--- src/rtl/keypad_code_lock_if.sv ---
`default_nettype none
// ============================================================================
// Module      : keypad_code_lock_if
// Description : Key-event input and status/pulse outputs of the keypad code
//               lock, bundled for connection between the keypad scanner side
//               (master) and the lock controller (slave).
// Revision    : 1.0 - initial release
// ============================================================================
interface keypad_code_lock_if #(
    parameter int CODE_LEN = 4
);
    // Key event from the keypad scanner
    logic [3:0]            key;
    logic                  key_valid;

    // Status towards display and actuator logic
    logic [4*CODE_LEN-1:0] entry_digits;
    logic [2:0]            entry_count;
    logic                  unlocked;
    logic                  locked_out;
    logic                  set_mode;
    logic [1:0]            fail_count;
    logic                  ok_pulse;
    logic                  err_pulse;

    // Scanner / environment side: produces key events, observes status
    modport master (
        output key,
        output key_valid,
        input  entry_digits,
        input  entry_count,
        input  unlocked,
        input  locked_out,
        input  set_mode,
        input  fail_count,
        input  ok_pulse,
        input  err_pulse
    );

    // Lock controller side: consumes key events, drives status
    modport slave (
        input  key,
        input  key_valid,
        output entry_digits,
        output entry_count,
        output unlocked,
        output locked_out,
        output set_mode,
        output fail_count,
        output ok_pulse,
        output err_pulse
    );
endinterface
`default_nettype wire

--- src/rtl/keypad_code_lock.sv ---
`default_nettype none
// ============================================================================
// Module      : keypad_code_lock
// Description : Code-lock controller. Collects hex key events into a digit
//               buffer, compares against a reprogrammable stored code, and
//               manages unlock, code-set, inactivity timeout and lockout after
//               repeated failures. All outputs are registered.
// Revision    : 1.0 - initial release
// ============================================================================
module keypad_code_lock #(
    parameter int                    CODE_LEN       = 4,
    parameter logic [4*CODE_LEN-1:0] DEFAULT_CODE   = 16'h1234,
    parameter int                    MAX_FAIL       = 3,
    parameter int                    LOCKOUT_CYCLES = 300_000_000,
    parameter int                    UNLOCK_CYCLES  = 500_000_000
) (
    input  logic              clk,
    input  logic              reset,
    keypad_code_lock_if.slave bus
);

    // ------------------------------------------------------------------------
    // Constants
    // ------------------------------------------------------------------------
    localparam int         c_DW       = 4 * CODE_LEN;
    localparam int         c_TMR_MAX  = (LOCKOUT_CYCLES > UNLOCK_CYCLES) ?
                                        LOCKOUT_CYCLES : UNLOCK_CYCLES;
    localparam int         c_TW       = $clog2(c_TMR_MAX + 1);
    localparam logic [2:0] c_LEN      = 3'(CODE_LEN);
    localparam logic [1:0] c_MAX_FAIL = 2'(MAX_FAIL);
    localparam logic [c_TW-1:0] c_T_UNLOCK  = c_TW'(UNLOCK_CYCLES);
    localparam logic [c_TW-1:0] c_T_LOCKOUT = c_TW'(LOCKOUT_CYCLES);

    localparam logic [3:0] c_KEY_CLEAR = 4'hA;
    localparam logic [3:0] c_KEY_BACK  = 4'hB;
    localparam logic [3:0] c_KEY_ENTER = 4'hE;
    localparam logic [3:0] c_KEY_SET   = 4'hF;

    typedef enum logic [1:0] {
        ST_ENTRY    = 2'd0,
        ST_UNLOCKED = 2'd1,
        ST_SET_CODE = 2'd2,
        ST_LOCKOUT  = 2'd3
    } state_t;

    // ------------------------------------------------------------------------
    // Registers and next-state wires
    // ------------------------------------------------------------------------
    state_t            r_state;
    state_t            w_state_nxt;
    logic [c_DW-1:0]   r_code;
    logic [c_DW-1:0]   w_code_nxt;
    logic [c_DW-1:0]   r_digits;
    logic [c_DW-1:0]   w_digits_nxt;
    logic [2:0]        r_count;
    logic [2:0]        w_count_nxt;
    logic [1:0]        r_fail;
    logic [1:0]        w_fail_nxt;
    logic [c_TW-1:0]   r_timer;
    logic [c_TW-1:0]   w_timer_nxt;
    logic              r_ok;
    logic              w_ok_nxt;
    logic              r_err;
    logic              w_err_nxt;
    logic              r_unlocked;
    logic              r_locked_out;
    logic              r_set_mode;

    // Key classification, qualified by the strobe
    logic w_is_digit;
    logic w_is_clear;
    logic w_is_back;
    logic w_is_enter;
    logic w_is_set;

    // Result of applying the current key to the digit buffer
    logic [c_DW-1:0] w_edit_digits;
    logic [2:0]      w_edit_count;
    logic            w_edit_accept;
    logic            w_edit_reject;

    logic            w_match;
    logic            w_expire;
    logic [1:0]      w_fail_inc;

    assign w_is_digit = bus.key_valid && (bus.key <= 4'd9);
    assign w_is_clear = bus.key_valid && (bus.key == c_KEY_CLEAR);
    assign w_is_back  = bus.key_valid && (bus.key == c_KEY_BACK);
    assign w_is_enter = bus.key_valid && (bus.key == c_KEY_ENTER);
    assign w_is_set   = bus.key_valid && (bus.key == c_KEY_SET);

    // A full buffer of the right length that equals the stored code
    assign w_match    = (r_count == c_LEN) && (r_digits == r_code);
    // Timed states leave in the cycle the counter steps from 1 to 0
    assign w_expire   = (r_timer == c_TW'(1));
    assign w_fail_inc = r_fail + 2'd1;

    // Digit-buffer edit for the current key (digit push, clear, backspace)
    always_comb begin
        w_edit_digits = r_digits;
        w_edit_count  = r_count;
        w_edit_accept = 1'b0;
        w_edit_reject = 1'b0;
        if (w_is_digit) begin
            if (r_count < c_LEN) begin
                w_edit_digits = (r_digits << 4) | c_DW'(bus.key);
                w_edit_count  = r_count + 3'd1;
                w_edit_accept = 1'b1;
            end else begin
                w_edit_reject = 1'b1;
            end
        end else if (w_is_clear) begin
            w_edit_digits = '0;
            w_edit_count  = '0;
            w_edit_accept = 1'b1;
        end else if (w_is_back) begin
            w_edit_accept = 1'b1;
            if (r_count != 3'd0) begin
                w_edit_digits = r_digits >> 4;
                w_edit_count  = r_count - 3'd1;
            end
        end
    end

    // Next-state and next-output decode for the lock controller
    always_comb begin
        w_state_nxt  = r_state;
        w_code_nxt   = r_code;
        w_digits_nxt = r_digits;
        w_count_nxt  = r_count;
        w_fail_nxt   = r_fail;
        w_timer_nxt  = (r_timer != '0) ? (r_timer - c_TW'(1)) : '0;
        w_ok_nxt     = 1'b0;
        w_err_nxt    = 1'b0;

        case (r_state)
            ST_ENTRY: begin
                if (w_is_enter) begin
                    w_digits_nxt = '0;
                    w_count_nxt  = '0;
                    if (w_match) begin
                        w_state_nxt = ST_UNLOCKED;
                        w_ok_nxt    = 1'b1;
                        w_fail_nxt  = '0;
                        w_timer_nxt = c_T_UNLOCK;
                    end else begin
                        w_err_nxt = 1'b1;
                        if (w_fail_inc == c_MAX_FAIL) begin
                            w_state_nxt = ST_LOCKOUT;
                            w_timer_nxt = c_T_LOCKOUT;
                            w_fail_nxt  = '0;
                        end else begin
                            w_fail_nxt = w_fail_inc;
                        end
                    end
                end else begin
                    // Set key and C/D fall through here untouched
                    w_digits_nxt = w_edit_digits;
                    w_count_nxt  = w_edit_count;
                    w_err_nxt    = w_edit_reject;
                end
            end

            ST_UNLOCKED: begin
                if (w_expire) begin
                    // Expiry wins over any key arriving this cycle
                    w_state_nxt  = ST_ENTRY;
                    w_digits_nxt = '0;
                    w_count_nxt  = '0;
                end else if (w_is_enter) begin
                    w_state_nxt  = ST_ENTRY;
                    w_digits_nxt = '0;
                    w_count_nxt  = '0;
                    w_timer_nxt  = '0;
                end else if (w_is_set) begin
                    w_state_nxt  = ST_SET_CODE;
                    w_digits_nxt = '0;
                    w_count_nxt  = '0;
                    w_timer_nxt  = c_T_UNLOCK;
                end else if (bus.key_valid) begin
                    w_timer_nxt = c_T_UNLOCK;
                end
            end

            ST_SET_CODE: begin
                if (w_expire) begin
                    // Abandon the new code; nothing is committed
                    w_state_nxt  = ST_ENTRY;
                    w_digits_nxt = '0;
                    w_count_nxt  = '0;
                end else if (w_is_enter) begin
                    w_digits_nxt = '0;
                    w_count_nxt  = '0;
                    if (r_count == c_LEN) begin
                        w_code_nxt  = r_digits;
                        w_ok_nxt    = 1'b1;
                        w_state_nxt = ST_ENTRY;
                        w_timer_nxt = '0;
                    end else begin
                        w_err_nxt   = 1'b1;
                        w_timer_nxt = c_T_UNLOCK;
                    end
                end else begin
                    w_digits_nxt = w_edit_digits;
                    w_count_nxt  = w_edit_count;
                    w_err_nxt    = w_edit_reject;
                    if (w_edit_accept) begin
                        w_timer_nxt = c_T_UNLOCK;
                    end
                end
            end

            ST_LOCKOUT: begin
                // Keys are discarded; only the timer can release the lock
                if (w_expire) begin
                    w_state_nxt = ST_ENTRY;
                end
            end

            default: begin
                w_state_nxt = ST_ENTRY;
            end
        endcase
    end

    // State, buffer, code, timer and registered outputs
    always_ff @(posedge clk) begin
        if (reset) begin
            r_state      <= ST_ENTRY;
            r_code       <= DEFAULT_CODE;
            r_digits     <= '0;
            r_count      <= '0;
            r_fail       <= '0;
            r_timer      <= '0;
            r_ok         <= 1'b0;
            r_err        <= 1'b0;
            r_unlocked   <= 1'b0;
            r_locked_out <= 1'b0;
            r_set_mode   <= 1'b0;
        end else begin
            r_state      <= w_state_nxt;
            r_code       <= w_code_nxt;
            r_digits     <= w_digits_nxt;
            r_count      <= w_count_nxt;
            r_fail       <= w_fail_nxt;
            r_timer      <= w_timer_nxt;
            r_ok         <= w_ok_nxt;
            r_err        <= w_err_nxt;
            r_unlocked   <= (w_state_nxt == ST_UNLOCKED) ||
                            (w_state_nxt == ST_SET_CODE);
            r_locked_out <= (w_state_nxt == ST_LOCKOUT);
            r_set_mode   <= (w_state_nxt == ST_SET_CODE);
        end
    end

    assign bus.entry_digits = r_digits;
    assign bus.entry_count  = r_count;
    assign bus.unlocked     = r_unlocked;
    assign bus.locked_out   = r_locked_out;
    assign bus.set_mode     = r_set_mode;
    assign bus.fail_count   = r_fail;
    assign bus.ok_pulse     = r_ok;
    assign bus.err_pulse    = r_err;

endmodule
`default_nettype wire

--- src/flat_wrapper.sv ---
// flat-port wrapper written by rule: the top's interface ports become plain ports
module keypad_code_lock_flat 
#(
    parameter int                    CODE_LEN       = 4,
    parameter logic [4*CODE_LEN-1:0] DEFAULT_CODE   = 16'h1234,
    parameter int                    MAX_FAIL       = 3,
    parameter int                    LOCKOUT_CYCLES = 300_000_000,
    parameter int                    UNLOCK_CYCLES  = 500_000_000
)
  (clk, reset, bus_key, bus_key_valid, bus_entry_digits, bus_entry_count, bus_unlocked, bus_locked_out, bus_set_mode, bus_fail_count, bus_ok_pulse, bus_err_pulse);
  keypad_code_lock_if #(.CODE_LEN(CODE_LEN)) bus_i ();
  input  logic clk;
  input  logic reset;
  input wire logic [$bits(bus_i.key)-1:0] bus_key;
  input wire logic [$bits(bus_i.key_valid)-1:0] bus_key_valid;
  output wire logic [$bits(bus_i.entry_digits)-1:0] bus_entry_digits;
  output wire logic [$bits(bus_i.entry_count)-1:0] bus_entry_count;
  output wire logic [$bits(bus_i.unlocked)-1:0] bus_unlocked;
  output wire logic [$bits(bus_i.locked_out)-1:0] bus_locked_out;
  output wire logic [$bits(bus_i.set_mode)-1:0] bus_set_mode;
  output wire logic [$bits(bus_i.fail_count)-1:0] bus_fail_count;
  output wire logic [$bits(bus_i.ok_pulse)-1:0] bus_ok_pulse;
  output wire logic [$bits(bus_i.err_pulse)-1:0] bus_err_pulse;
  assign bus_i.key = bus_key;
  assign bus_i.key_valid = bus_key_valid;
  assign bus_entry_digits = bus_i.entry_digits;
  assign bus_entry_count = bus_i.entry_count;
  assign bus_unlocked = bus_i.unlocked;
  assign bus_locked_out = bus_i.locked_out;
  assign bus_set_mode = bus_i.set_mode;
  assign bus_fail_count = bus_i.fail_count;
  assign bus_ok_pulse = bus_i.ok_pulse;
  assign bus_err_pulse = bus_i.err_pulse;
  keypad_code_lock #(.CODE_LEN(CODE_LEN), .DEFAULT_CODE(DEFAULT_CODE), .MAX_FAIL(MAX_FAIL), .LOCKOUT_CYCLES(LOCKOUT_CYCLES), .UNLOCK_CYCLES(UNLOCK_CYCLES)) u_core (.clk(clk), .reset(reset), .bus(bus_i));
endmodule
--- config.mk ---
export PLATFORM = sky130hd
export DESIGN_NAME = keypad_code_lock_flat
export DESIGN_NICKNAME = d
export VERILOG_FILES = /design/src/rtl/keypad_code_lock_if.sv /design/src/rtl/keypad_code_lock.sv /design/src/flat_wrapper.sv
export SDC_FILE = /design/constraint.sdc
export NUM_CORES = 1
export LEC_CHECK = 0
export CAP_MARGIN = 20
export CORE_MARGIN = 2
export CORE_UTILIZATION = 55
export DETAILED_ROUTE_END_ITERATION = 8
export PLACE_DENSITY_LB_ADDON = 0.15
export SYNTH_ARGS = -nofsm -noshare
export SYNTH_HDL_FRONTEND = slang
export SYNTH_SLANG_ARGS = --single-unit
--- constraint.sdc ---
create_clock -name clk -period 3 [get_ports clk]
set_input_delay 0.3 -clock clk [delete_from_list [all_inputs] [get_ports clk]]
set_output_delay 0.3 -clock clk [all_outputs]
set_load 0.05 [all_outputs]
==> results_dict.tcl <==
set metrics [dict create \
    status "finished clean" \
    dpl.cell_count 565 \
    irDropWorstVdd_mv 0.475 \
    postCtsSetupBuffers 0 \
    synth_cells 434 \
    power.leakage_nw 1.84 \
    startpoint_type "flip-flop" \
    wl_per_cell_um 17.0 \
    swShare_pct 39.4 \
    grt_pass1_wl_um 16400 \
    fin_skew_ps 11.1 \
    startpoint "u_core.r_timer[26]" \
    cpPeakStageDelay_ps 580 \
    routed_wl_um 9870 \
    clockBufferDepth 2 \
    synth_seq_cells 73 \
    cts_root_buf "clkbuf_8" \
    postCtsHoldBufs 0 \
    worst_setup_path_end_kind "flip-flop" \
    setup_violations 0 \
    crit_family "simple AND/OR/NAND/NOR gates" \
    cap_violations 0 \
    rows 30 \
    fin_nets 501 \
    grt_overflow 0 \
    p_sw_w 0.00136 \
    p_comb_share_pct 40.2 \
    crit_slowest_cell "or4_4" \
    p_int_w 0.00208 \
    die-area_mm2 0.00782 \
    path_clk_slew_ps 80 \
    core_area_mm2 0.00683 \
    final_common_cell "dfxtp_1" \
    seq_area_mm2 0.00146 \
    clock_latency_ps 350 \
    initial_utilization_pct 57.4 \
    area_growth_pct 18.5 \
    drive_gt1_share_pct 11.5 \
    path_buf_inv 1 \
    grt_antenna_before_repair 0 \
    ant_nets 0 \
    tightestPinTransition_ps 715 \
    hold_class "flip-flop to flip-flop" \
    avgSynthCellArea_um2 9.03 \
    r2r-end "u_core.r_code[12]" \
    drc 0 \
    cts_resized 0 \
    relSlewSlack_pct 51.9 \
    instances_no_fill 581 \
    dr_total_vias 3462 \
    synthArstFlopShare_pct 0 \
    critPathKind "flip-flop to flip-flop" \
    drt-vias-per-instance 5.96 \
    gp_congestion 0.899 \
    crit_fanout 15 \
    p_clk_share_pct 22.3 \
    hold_viol_final 0 \
    required_ps 3230 \
    ys_seq_area_share_pct 37.3 \
    dr.pass1.iters 5 \
    r2r-start "u_core.r_timer[26]" \
    multi_input_area_mm2 0.00230 \
    crit_cells 7 \
    fillers 566 \
    crit_chain "or4_4 -> nor4_2 -> a31oi_1 -> nand4_1 -> buf_4 -> nor2_1 -> a211o_1" \
    dieWidth_um 88.4 \
    fin_crit_sh_pct 86.8 \
    yosysWarnings 0 \
    place_hpwl_um 7170 \
    diodes 0 \
    most-common-layout-cells "73 x dfxtp_1, 51 x nor2_1, 32 x clkdlybuf4s50_1" \
    max_freq_mhz 384 \
    endpoint "u_core.r_code[12]" \
    grt_use_total_pct 27.1 \
    initialDrtViolationCount 206 \
    power.density_mw_per_mm2 741 \
    numCtsBuffers 9 \
    grt_max_degree 25 \
    synthFlopType "dfxtp_1" \
    drv_slew 0 \
    synthDistinctLibCells 63 \
    crit_arrival_ps 2840 \
    rrSetupSlack_ps 400 \
    cts.sinks 73 \
    seqPwrFrac_pct 37.6 \
    min_period_ps 2600 \
    grt_pass1_vias 3432 \
    ios 33 \
    netlist_area_mm2 0.00392 \
    synth_edf_count 0 \
    port_buffers 32 \
    finalSetupTns_ps 0 \
    synthesis.nets 455 \
    reg2reg_depth 7 \
    htree_levels 3 \
    cts_tree "yes" \
    rsz0062_at_grt "false" \
    die_h_um 88.4 \
]
-- power groups by stage --
stage	registers (W)	logic (W)	clock network, W
global route	0.00131	0.00153	0.000822
CTS	0.00129	0.00139	0.000784
detailed placement	0.00131	0.00137	0
floorplan	0.00133	0.00105	0
finish	0.00129	0.00138	0.000765
global placement	0.00130	0.00135	0
-- worst register-to-register path: cells and delay by family (launching register included) --
| family | cells | cell delay, ps |
|---|---|---|
| AOI/OAI and AO/OA | 2 | 540 |
| DFF | 1 | 340 |
| and+or+nand+nor | 4 | 1340 |
| buffers and inverters | 1 | 270 |
-- state kept, by name, indices dropped and copies added, names as in the netlist --
signal	cells
u_core.bus.entry_digits	16
u_core.bus.err_pulse	1
u_core.r_state	2
u_core.r_code	16
u_core.bus.unlocked	1
u_core.bus.set_mode	1
u_core.bus.ok_pulse	1
u_core.r_timer	29
u_core.bus.locked_out	1
u_core.bus.fail_count	2
u_core.bus.entry_count	3
-- Yosys cell counts (2+ instances only) --
| master | count | area share [%] |
|---|---|---|
| dfxtp_1 | 73 | 37 |
| nor2_1 | 51 | 4.9 |
| inv_1 | 20 | 1.9 |
| xnor2_1 | 20 | 4.5 |
| xor2_1 | 20 | 4.5 |
| a21oi_1 | 19 | 2.4 |
| nand2_1 | 17 | 1.6 |
| nor3_1 | 17 | 2.2 |
| mux2i_1 | 16 | 4.1 |
| ha_1 | 14 | 4.5 |
| o31ai_1 | 14 | 2.7 |
| a211oi_1 | 12 | 2.3 |
| clkbuf_1 | 12 | 1.1 |
| nand3_1 | 11 | 1.4 |
| nor4_1 | 8 | 1.3 |
| o221ai_1 | 8 | 1.8 |
| a211o_1 | 7 | 1.6 |
| or3_1 | 6 | 0.96 |
| or4_1 | 6 | 1.1 |
| a22oi_1 | 5 | 0.96 |
| buf_2 | 5 | 0.64 |
| a31oi_1 | 4 | 0.64 |
| nand4_1 | 4 | 0.64 |
| nor4_2 | 4 | 1.3 |
| o2bb2ai_1 | 4 | 0.89 |
| and3_1 | 3 | 0.48 |
| nand2b_1 | 3 | 0.48 |
| nand3b_1 | 3 | 0.57 |
| nor2b_1 | 3 | 0.48 |
| o211ai_1 | 3 | 0.57 |
| o21ai_0 | 3 | 0.38 |
| a21o_1 | 2 | 0.38 |
| a221oi_1 | 2 | 0.45 |
| buf_1 | 2 | 0.19 |
| nor4b_2 | 2 | 0.77 |
| o21ai_1 | 2 | 0.26 |
| o31a_1 | 2 | 0.45 |
| or4_4 | 2 | 0.57 |
-- final cells by class --
class	count	share of cell area, %
Timing Repair Buffer	55	10.6
Clock inverter	6	1.46
Multi-Input combinational cell	321	49.5
Sequential cell	73	31.5
Inverter	20	1.62
Clock buffer	10	2.75
Tap cell	96	2.59
-- cell families (layout without fill, tap and decap cells) --
kind of cell | Yosys count | in the layout | share of synthesized area (%)
AOI/OAI and AO/OA | 101 | 101 | 19.6
adders and majority gates | 14 | 14 | 4.47
DFF | 73 | 73 | 37.3
and+or+nand+nor | 150 | 150 | 21.5
muxes | 16 | 16 | 4.09
xor gates and xnor gates | 40 | 40 | 8.94
buffers and inverters | 40 | 91 | 4.09
-- worst min-delay path by stage --
stage	startpoint	end	slack (ps)	cells after the start
floorplan	u_core.r_timer[7]	u_core.r_timer[7]	450	2
global placement	u_core.r_code[12]	u_core.r_code[12]	460	1
detailed placement	u_core.r_timer[7]	u_core.r_timer[7]	470	2
CTS	u_core.r_timer[7]	u_core.r_timer[7]	490	2
global route	u_core.r_timer[7]	u_core.r_timer[7]	500	2
finish	u_core.r_timer[7]	u_core.r_timer[7]	480	2
-- layer usage --
layer / vias up / global-route usage, % / routed length [um] / share of wire, %
met4: 0 / 8.54 / 190 / 1.9
met3: 14 / 6.34 / 408 / 4.1
li1: 1692 / - / - / -
met1: 1663 / 32.0 / 4300 / 44
met5: - / 0 / 0 / 0
met2: 93 / 48.6 / 4960 / 50
-- metrics by stage --
step | instance area, um2 | setup slack, ps | hold slack (ps) | utilization [%] | total power [W]
after global routing | 4640 | 262 | 502 | 67.9 | 0.00366
final | 4640 | 397 | 484 | 67.9 | 0.00344
after CTS | 4640 | 423 | 485 | 67.9 | 0.00346
after floorplan | 3920 | 268 | 447 | - | 0.00238
after global placement | 4450 | 385 | 463 | 65.1 | 0.00265
after detailed placement | 4450 | 325 | 472 | 65.1 | 0.00268
Note: power is estimated with default switching activity, not from simulation.
